--- src/rtl/sdm_decimator_acc.sv ---
// ---------------------------------------------------------------------------
// sdm_decimator_acc
//
// Sinc1 (boxcar) decimator for a 1-bit sigma-delta bitstream. It sits
// directly downstream of a counter_modn and uses the counter's running value
// to frame N-sample windows. The block counts the ones in each window and
// presents one result word per window on a valid/ready output port.
//
// Parameters
//   N           window length in enabled i_clk cycles (matches counter_modn N)
//   CNT_WIDTH   width of i_cnt (matches counter_modn WIDTH)
//   OUT_WIDTH   width of o_data, at least clog2(N+1)+SIGNED_OUT
//   SIGNED_OUT  0: ones count 0..N ; 1: two's complement 2*ones-N, -N..+N
//
// Ports
//   i_clk      in   system clock, rising edge
//   i_rst      in   asynchronous active-low reset
//   i_en       in   sample enable, shared with counter_modn.i_en
//   i_bit      in   bitstream sample
//   i_cnt      in   counter_modn.o_data; the window closes on value N-1
//   o_data     out  result of the most recent window
//   o_valid    out  o_data holds a result not yet consumed
//   i_ready    in   consumer ready
//   o_ovr      out  sticky overrun flag: a window result was dropped
//   i_clr_ovr  in   synchronous clear of o_ovr
//
// Handshake: a word transfers on every rising edge where o_valid=1 and
// i_ready=1. While o_valid=1 and i_ready=0, o_data and o_valid hold steady.
// o_valid never depends on i_ready within a cycle; a new result may be
// loaded on the same edge that the previous word is accepted.
// ---------------------------------------------------------------------------
module sdm_decimator_acc #(
  parameter int N          = 21,
  parameter int CNT_WIDTH  = 8,
  parameter int OUT_WIDTH  = 8,
  parameter int SIGNED_OUT = 0
) (
  input  logic                 i_clk,
  input  logic                 i_rst,
  input  logic                 i_en,
  input  logic                 i_bit,
  input  logic [CNT_WIDTH-1:0] i_cnt,
  output logic [OUT_WIDTH-1:0] o_data,
  output logic                 o_valid,
  input  logic                 i_ready,
  output logic                 o_ovr,
  input  logic                 i_clr_ovr
);

  localparam int ACC_W = $clog2(N + 1);

  // SYNC: waiting for the first window boundary so that the first result
  // covers a complete window. RUN: accumulating and emitting.
  typedef enum logic {
    S_SYNC = 1'b0,
    S_RUN  = 1'b1
  } state_t;

  state_t                r_state;
  logic [ACC_W-1:0]      r_acc;
  logic [OUT_WIDTH-1:0]  r_data;
  logic                  r_valid;
  logic                  r_ovr;

  state_t                w_state_nxt;
  logic [ACC_W-1:0]      w_acc_nxt;
  logic [OUT_WIDTH-1:0]  w_data_nxt;
  logic                  w_valid_nxt;
  logic                  w_ovr_nxt;

  logic                  w_tc;
  logic                  w_slot_free;
  logic [ACC_W-1:0]      w_res;
  logic [OUT_WIDTH-1:0]  w_res_ext;
  logic [OUT_WIDTH-1:0]  w_out;

  // Window boundary: only an enabled cycle with the counter on its last
  // value. Out-of-range counter values can never match.
  assign w_tc = i_en && (i_cnt == CNT_WIDTH'(N - 1));

  // The output register can take a new word if it is empty or if its
  // current word is being accepted on this same edge.
  assign w_slot_free = !r_valid || i_ready;

  // The sample on the terminal cycle still belongs to the closing window.
  assign w_res     = r_acc + ACC_W'(i_bit);
  assign w_res_ext = OUT_WIDTH'(w_res);

  // Signed form 2*ones-N. Computed modulo 2^OUT_WIDTH, which gives the
  // correct sign-extended two's complement value when OUT_WIDTH is wide
  // enough to hold -N..+N.
  always_comb begin
    w_out = w_res_ext;
    if (SIGNED_OUT != 0) begin
      w_out = (w_res_ext << 1) - OUT_WIDTH'(N);
    end
  end

  // State register and all datapath registers.
  always_ff @(posedge i_clk or negedge i_rst) begin
    if (!i_rst) begin
      r_state <= S_SYNC;
      r_acc   <= '0;
      r_data  <= '0;
      r_valid <= 1'b0;
      r_ovr   <= 1'b0;
    end else begin
      r_state <= w_state_nxt;
      r_acc   <= w_acc_nxt;
      r_data  <= w_data_nxt;
      r_valid <= w_valid_nxt;
      r_ovr   <= w_ovr_nxt;
    end
  end

  // Next-state and next-output logic.
  always_comb begin
    w_state_nxt = r_state;
    w_acc_nxt   = r_acc;
    w_data_nxt  = r_data;
    // An accepted word empties the slot unless a new result refills it below.
    w_valid_nxt = r_valid && !i_ready;
    // Clear request applies unless a drop below sets the flag again.
    w_ovr_nxt   = r_ovr && !i_clr_ovr;

    case (r_state)
      S_SYNC: begin
        // Partial window before the first boundary is discarded.
        if (w_tc) begin
          w_acc_nxt   = '0;
          w_state_nxt = S_RUN;
        end
      end
      S_RUN: begin
        if (w_tc) begin
          w_acc_nxt = '0;
          if (w_slot_free) begin
            w_data_nxt  = w_out;
            w_valid_nxt = 1'b1;
          end else begin
            // Consumer is stalled on an older word: keep it, lose this one.
            w_ovr_nxt = 1'b1;
          end
        end else if (i_en) begin
          w_acc_nxt = r_acc + ACC_W'(i_bit);
        end
      end
      default: begin
        w_state_nxt = S_SYNC;
      end
    endcase
  end

  assign o_data  = r_data;
  assign o_valid = r_valid;
  assign o_ovr   = r_ovr;

endmodule

--- config.mk ---
export PLATFORM = sky130hd
export DESIGN_NAME = sdm_decimator_acc
export DESIGN_NICKNAME = d
export VERILOG_FILES = /design/src/rtl/sdm_decimator_acc.sv
export SDC_FILE = /design/constraint.sdc
export NUM_CORES = 1
export LEC_CHECK = 0
export CAP_MARGIN = 20
export CORE_MARGIN = 4
export CORE_UTILIZATION = 35
export DETAILED_ROUTE_END_ITERATION = 16
export PLACE_DENSITY = 0.67
export SLEW_MARGIN = 15
export SYNTH_ARGS = -nofsm -noshare
export SYNTH_HDL_FRONTEND = slang
export SYNTH_SLANG_ARGS = --single-unit
--- constraint.sdc ---
create_clock -name i_clk -period 1.8 [get_ports i_clk]
set_clock_uncertainty 0.2 [all_clocks]
set_input_delay 0.18 -clock i_clk [delete_from_list [all_inputs] [get_ports i_clk]]
set_output_delay 0.18 -clock i_clk [all_outputs]
set_load 0.02 [all_outputs]
==> results of run 1 <==
-- cells by family after synthesis --
family / synth area share
adders and majority gates: 0.0350
muxes: 0.0839
and+or+nand+nor: 0.252
xor gates and xnor gates: 0.0367
AOI/OAI and AO/OA: 0.0752
DFF: 0.455
other: 0.00524
buffers and inverters: 0.0577
-- through the flow --
step / setup WS (ns) / instances / utilization / area [sq um] / power, mW
6_report: 0.107 / 124 / 0.508 / 996 / 0.767
5_1_grt: 0.0298 / 124 / 0.508 / 996 / 0.823
4_1_cts: 0.0947 / 124 / 0.508 / 996 / 0.772
3_5_place_dp: -0.198 / 120 / 0.494 / 968 / 0.592
3_3_place_gp: -0.161 / 120 / 0.494 / 968 / 0.585
2_1_floorplan: 0.205 / 71 / - / 723 / 0.497
-- power by group --
group / leakage [nW] / internal, mW / total (mW) / switching [mW]
Combinational: 0.270 / 0.124 / 0.223 / 0.0989
Sequential: 0.158 / 0.328 / 0.366 / 0.0383
Clock: 0.0177 / 0.0822 / 0.178 / 0.0957
Total: 0.445 / 0.534 / 0.767 / 0.233
-- layout by cell type, fill, tap and decap left out, drive strengths merged, types with 4 or more instances in the layout --
| master | instances |
|---|---|
| clkdlybuf4s50 | 20 |
| buf | 6 |
| nand2 | 12 |
| nand3 | 7 |
| o21ai | 5 |
| mux2 | 4 |
| dfrtp | 13 |
-- cell type report --
type | instances | area share
Sequential cell | 13 | 0.327
Tap cell | 27 | 0.0339
Multi-Input combinational cell | 52 | 0.358
Clock inverter | 1 | 0.00503
Inverter | 2 | 0.00754
Clock buffer | 3 | 0.0226
Timing Repair Buffer | 26 | 0.246
-- worst max-delay path: cells and delay by family --
| family | cells | cell delay (ns) |
|---|---|---|
| muxes | 1 | 0.33 |
| and+or+nand+nor | 3 | 0.71 |
| buffers and inverters | 1 | 0.45 |
-- flip-flops by register name, summed over array words and instances, names as in the netlist --
register	count
r_state	1
o_data	5
o_ovr	1
r_acc	5
o_valid	1
-- per-layer routing --
layer | vias up | GRT usage | wire length [microns]
met3 | 2 | 0.0169 | 70
met5 | - | 0 | 0
met4 | 0 | 0.0894 | 27
met1 | 290 | 0.153 | 663
li1 | 295 | - | -
met2 | 23 | 0.202 | 744
-- worst paths after layout --
kind,startpoint,end,slack (ns),cells past startpoint
min,i_rst,o_valid,0.07,1
min in group i_clk,i_clr_ovr,o_ovr,0.28,2
max reg2reg,r_acc[0],r_acc[4],0.11,7
min reg2reg,o_data[3],o_data[3],0.31,1
max in group asynchronous,i_rst,r_state,0.96,1
max,i_cnt[2],o_data[0],0.11,5
==> qor.csv, run 1 <==
metric,value,unit
synth.top_cell.area_share,0.455,
syn-instance-count,69,
synth-seq-cells,13,
tritoncts,built,
maxCapViolCount,0,
outcome,finished clean,
setup_viol,0,
synthFlopType,dfrtp_1,
yosys.area.top_type,dfrtp_1,
vias,610,
synthTopCellsByArea,"dfrtp_1, mux2_4, nand2_1",
post-route-min-period,1.69,ns
core,1960,sq um
fillCellCount,198,
cts_inserted_buffers,3,
grt_pass1_vias,564,
power_density,770,nW/um^2
clock_latency,0.27,ns
grtUsageTotal,0.126,
worstMarginPinSlew,0.571,ns
path_clk_slew,0.08,ns
drive_gt1_frac,0.186,
antenna_found_initial,0,
fin_crit_sh,0.940,
die_area,2830,sq um
wirelength,1510,microns
setup_tns,0,ns
yosysMostFrequentCell,dfrtp_1,
area_growth,39.2,%
cts.sinks,13,
leakage,0.445,nW
initial_core_util,0.365,
worstSetupEndpointType,flip-flop,
die_h,53.2,microns
portBuffers,20,
root_buffer,clkbuf_4,
slew_headroom,0.618,
synth_common_cells,"dfrtp_1, nand2_1, nand3_1",
std_cell_rows,16,
htreeDepth,1,
die_w,53.2,microns
async_reset_ff_frac,1.00,
post_synth.cell_area_avg,10.4,sq um
worst_path_largest_cell_delay,0.45,ns
ant_nets,0,
rsz0062_at_grt,false,
register_area,325,sq um
max_freq,0.591,GHz
drt_iter0_drc,14,
first_pass_iters,4,
cp_slowest_cell,clkdlybuf4s50_1,
crit_path_cell_trace,clkdlybuf4s50_1 -> nor3b_2 -> nand3_4 -> or2_1 -> mux2_4,
ys_warn_count,0,
ir_drop,0.000288,V
vias_per_cell,4.92,
ctsResizeCount,0,
hold_viol_final,0,
cts_setup_buffers,0,
path_class,primary input to flip-flop,
synth_area,716,sq um
holdWs,0.0691,ns
hold_path_class,primary input to async pin,
routabilityCongestion,0.797,
cp_max_fo,5,
multi_input_area,357,sq um
avgRoutedWirePerCell,12.1,microns
synth.distinct_cells,25,
dp_hpwl,1220,microns
worstPathRequired,1.76,ns
cts.path.max_buffers,2,
ios,24,
drc,0,
cts_hold_buf,0,
ys_seq_area_frac,0.455,
antennaDiodeCount,0,
slew_viol_final,0,
grt_max_degree,14,
final_nets,114,
grt_pass1_wl,2540,microns
critPathLaunchType,primary input,
grt-ovfl-total,0,
cp_data_arrival_time,1.65,ns
synth_edf_count,0,
Power figures use the tool's default switching activity.
==> run 2, diff against run 1 <==
--- a/config.mk
+++ b/config.mk
@@ -9,7 +9,6 @@
 export CORE_MARGIN = 4
 export CORE_UTILIZATION = 35
 export DETAILED_ROUTE_END_ITERATION = 16
-export PLACE_DENSITY = 0.67
 export SLEW_MARGIN = 15
 export SYNTH_ARGS = -nofsm -noshare
 export SYNTH_HDL_FRONTEND = slang
==> run 2 against run 1 <==
Against the previous run:
- critical endpoint is now o_data[3]
- first-iteration DRC count fell by 93%
- setup slack better by 0.0020 ns
- register-to-register slack better by 0.11 ns
- flip-flop and latch count unchanged
- critical path type unchanged
- largest cell class unchanged
==> qor.csv, run 2 (synthesis results as in run 1) <==
metric,value,unit
outcome,finished clean,
path_clk_slew,0.08,ns
std_cell_rows,16,
wirelength,1350,microns
vias,547,
seq_power_share,0.488,
layout_commonest_cell,clkdlybuf4s50_1,
post-route-min-period,1.69,ns
clock_latency,0.26,ns
die_area,2830,sq um
total_power,0.747,mW
die_w,53.2,microns
gr-max-usage-layer,met2,
cts_hold_buf,0,
critPathLaunchType,primary input,
worstRegToRegCells,6,
gr-usage-met2,0.178,
ir_drop,0.000370,V
max_freq,0.591,GHz
antenna_found_initial,0,
cts_setup_buffers,0,
slew_headroom,0.620,
p_comb_frac,0.281,
cts.sinks,13,
grt_max_degree,14,
worstMarginPinSlew,0.568,ns
first_pass_iters,2,
portBuffers,20,
holdWs,0.0776,ns
core,1960,sq um
dp_hpwl,1170,microns
avgRoutedWirePerCell,11.0,microns
htreeDepth,1,
worstPathRequired,1.75,ns
drt_iter0_drc,1,
p_int,0.533,mW
ctsResizeCount,0,
grt_pass1_wl,2200,microns
slew_viol_final,0,
grtUsageTotal,0.110,
tritoncts,built,
grt_use_met3,0.0254,
ant_nets,0,
worstSetupEndpointType,flip-flop,
routabilityCongestion,0.707,
power_density,757,nW/um^2
grt_pass1_vias,521,
swShare,0.287,
met1_usage,0.137,
layout_common_cells,"clkdlybuf4s50_1, dfrtp_1, nand2_1, nand3_1, buf_4",
die_h,53.2,microns
initial_core_util,0.365,
path_class,primary input to flip-flop,
area_growth,37.9,%
hold_path_class,primary input to async pin,
cts.path.max_buffers,2,
p_clk_frac,0.231,
hold_viol_final,0,
final_nets,113,
cp_data_arrival_time,1.64,ns
drive_gt1_frac,0.167,
cp_max_fo,5,
vias_per_cell,4.45,
root_buffer,clkbuf_4,
leakage,0.438,nW
ios,24,
fin_crit_sh,0.939,
rsz0062_at_grt,false,
setup_viol,0,
drc,0,
cts_inserted_buffers,3,
grt-ovfl-total,0,
antennaDiodeCount,0,
final_util,0.503,
maxCapViolCount,0,
p_sw,0.215,mW
## run 2: final cells by class
type	count	area [sq um]
Clock buffer	4	26.3
Fill cell	202	975
Inverter	2	7.51
Multi-Input combinational cell	52	357
Sequential cell	13	325
Tap cell	27	33.8
Timing Repair Buffer	25	238
## run 2: path summary, 6_finish.rpt
| path | startpoint | endpoint | slack [ns] |
|---|---|---|---|
| worst min register to register | o_data[4] | o_data[4] | 0.31 |
| max in group asynchronous | i_rst | r_acc[0] | 0.95 |
| worst min-delay path | i_rst | o_valid | 0.08 |
| worst max-delay path | i_cnt[2] | o_data[3] | 0.11 |
| worst max register to register | r_acc[0] | r_acc[2] | 0.22 |
| min in group i_clk | i_clr_ovr | o_ovr | 0.28 |
## run 2: worst max-delay path, stage by stage
cell and delay (ns):
clkdlybuf4s50_1 0.44, nor3b_2 0.27, nand3_4 0.10, or2_1 0.33, mux2_4 0.32
## run 2: power groups by stage
stage	Clock [mW]	Combinational, mW	Sequential [mW]
after floorplan	0	0.123	0.375
after global placement	0	0.210	0.370
after detailed placement	0	0.214	0.370
after CTS	0.182	0.214	0.365
after global routing	0.204	0.233	0.370
final	0.173	0.210	0.364
## run 2: metal layers
| metal | wire length, microns | part of all wire |
|---|---|---|
| met2 | 656 | 0.49 |
| met5 | 0 | 0 |
| met4 | 17 | 0.013 |
| met1 | 636 | 0.47 |
| met3 | 40 | 0.030 |
## run 2: through the flow
step | cell area (sq um) | setup slack [ns] | instances | setup TNS (ns)
2_1_floorplan | 723 | 0.205 | 71 | 0
3_3_place_gp | 961 | -0.167 | 119 | -0.683
6_report | 987 | 0.109 | 123 | 0
4_1_cts | 987 | 0.106 | 123 | 0
3_5_place_dp | 961 | -0.193 | 119 | -0.788
5_1_grt | 987 | 0.0647 | 123 | 0
==> run 3, diff against run 2 <==
--- a/config.mk
+++ b/config.mk
@@ -6,9 +6,9 @@
 export NUM_CORES = 1
 export LEC_CHECK = 0
 export CAP_MARGIN = 20
-export CORE_MARGIN = 4
 export CORE_UTILIZATION = 35
 export DETAILED_ROUTE_END_ITERATION = 16
+export SKIP_CTS_REPAIR_TIMING = 1
 export SLEW_MARGIN = 15
 export SYNTH_ARGS = -nofsm -noshare
 export SYNTH_HDL_FRONTEND = slang
==> run 3 against run 2 <==
Against the previous run:
- via count rose by 5.7%
- worst hold slack got worse by 0.010 ns
- non-clock buffer count did not move
- cell area fell by 0.25%
- final cell count fell by 1.6%
- critical path depth did not move
- critical endpoint is now o_data[1]
==> qor.csv, run 3 (synthesis results as in run 1) <==
metric,value,unit
hold_path_class,primary input to async pin,
dpl-instance-area,958,sq um
grt-ovfl-total,0,
power_density,770,nW/um^2
layout_common_cells,"clkdlybuf4s50_1, dfrtp_1, nand2_1, nand3_1, buf_4",
leakage,0.438,nW
register_area,325,sq um
root_buffer,clkbuf_4,
die_w,47.2,microns
grtUsageTotal,0.153,
endpoint,o_data[1],
ant_nets,0,
setup_tns,0,ns
drt_iter0_drc,9,
slew_viol_final,0,
cts_inserted_buffers,3,
worstPathRequired,1.75,ns
multi_input_area,357,sq um
dp_hpwl,1130,microns
vias_per_cell,4.78,
r2r_start,r_acc[0],
layout_commonest_cell,clkdlybuf4s50_1,
path_class,primary input to flip-flop,
std_cell_rows,15,
ir_drop,0.000720,V
grt_pass1_wl,2330,microns
path_clk_slew,0.08,ns
dpl_worst_slack,-0.184,ns
clock_latency,0.28,ns
critPathLaunchType,primary input,
routabilityCongestion,0.798,
cp_data_arrival_time,1.65,ns
worstRegToRegCells,6,
post-route-min-period,1.70,ns
initial_core_util,0.393,
htreeDepth,1,
hold_viol_final,0,
tritoncts,built,
avgRoutedWirePerCell,11.5,microns
die_h,47.2,microns
crit_start,i_en,
first_pass_iters,3,
rsz0062_at_grt,false,
portBuffers,20,
fin_area,985,sq um
grt_pass1_vias,530,
rr_endpoint,r_acc[2],
final_util,0.541,
worstMarginPinSlew,0.582,ns
core,1820,sq um
slew_headroom,0.610,
final_nets,113,
drc,0,
outcome,finished clean,
die_area,2230,sq um
antenna_found_initial,0,
total_power,0.758,mW
ios,24,
final_cells,121,
holdWs,0.0671,ns
dp_cells,117,
worstSetupEndpointType,flip-flop,
cp_max_fo,5,
reg2reg_slack,0.17,ns
fillCellCount,176,
vias,578,
cts.path.max_buffers,2,
antennaDiodeCount,0,
setup_viol,0,
maxCapViolCount,0,
fin_crit_sh,0.943,
grt_max_degree,14,
setup_ws,0.103,ns
area_growth,37.6,%
cts.sinks,13,
wirelength,1390,microns
drive_gt1_frac,0.167,
max_freq,0.589,GHz
## run 3: area by class of cell
type | count | area share
inverters | 2 | 0.00762
well taps | 25 | 0.0318
multi-input cells | 52 | 0.362
repair buffers | 25 | 0.241
clock buffers | 4 | 0.0267
flip-flops and latches | 13 | 0.330
## run 3: metal layers
metal | GRT usage | part of all wire
met1 | 0.205 | 0.48
met2 | 0.233 | 0.47
met3 | 0.0577 | 0.041
met4 | 0.0343 | 0.0086
met5 | 0 | 0
## run 3: worst max-delay path: stages
cell             delay [ns]
clkdlybuf4s50_1        0.49
and4bb_4               0.26
nand3_4                0.07
or2_1                  0.33
mux2_4                 0.32
## run 3: worst min-delay path by stage
stage / from / to / slack [ns] / depth (start not counted)
after CTS: i_rst / o_data[3] / 0.09 / 1
after global placement: r_acc[0] / r_acc[0] / 0.30 / 2
final: i_rst / r_state / 0.07 / 1
after global routing: i_rst / o_data[3] / 0.12 / 1
after floorplan: i_rst / o_data[0] / -0.32 / 0
after detailed placement: o_data[0] / o_data[0] / 0.31 / 1
## run 3: report_power, final
group / leakage [nW] / internal (mW) / switching [mW] / total, mW
registers: 0.158 / 0.328 / 0.0377 / 0.366
clock network: 0.0150 / 0.0858 / 0.0921 / 0.178
logic: 0.266 / 0.120 / 0.0944 / 0.214
total: 0.438 / 0.534 / 0.224 / 0.758
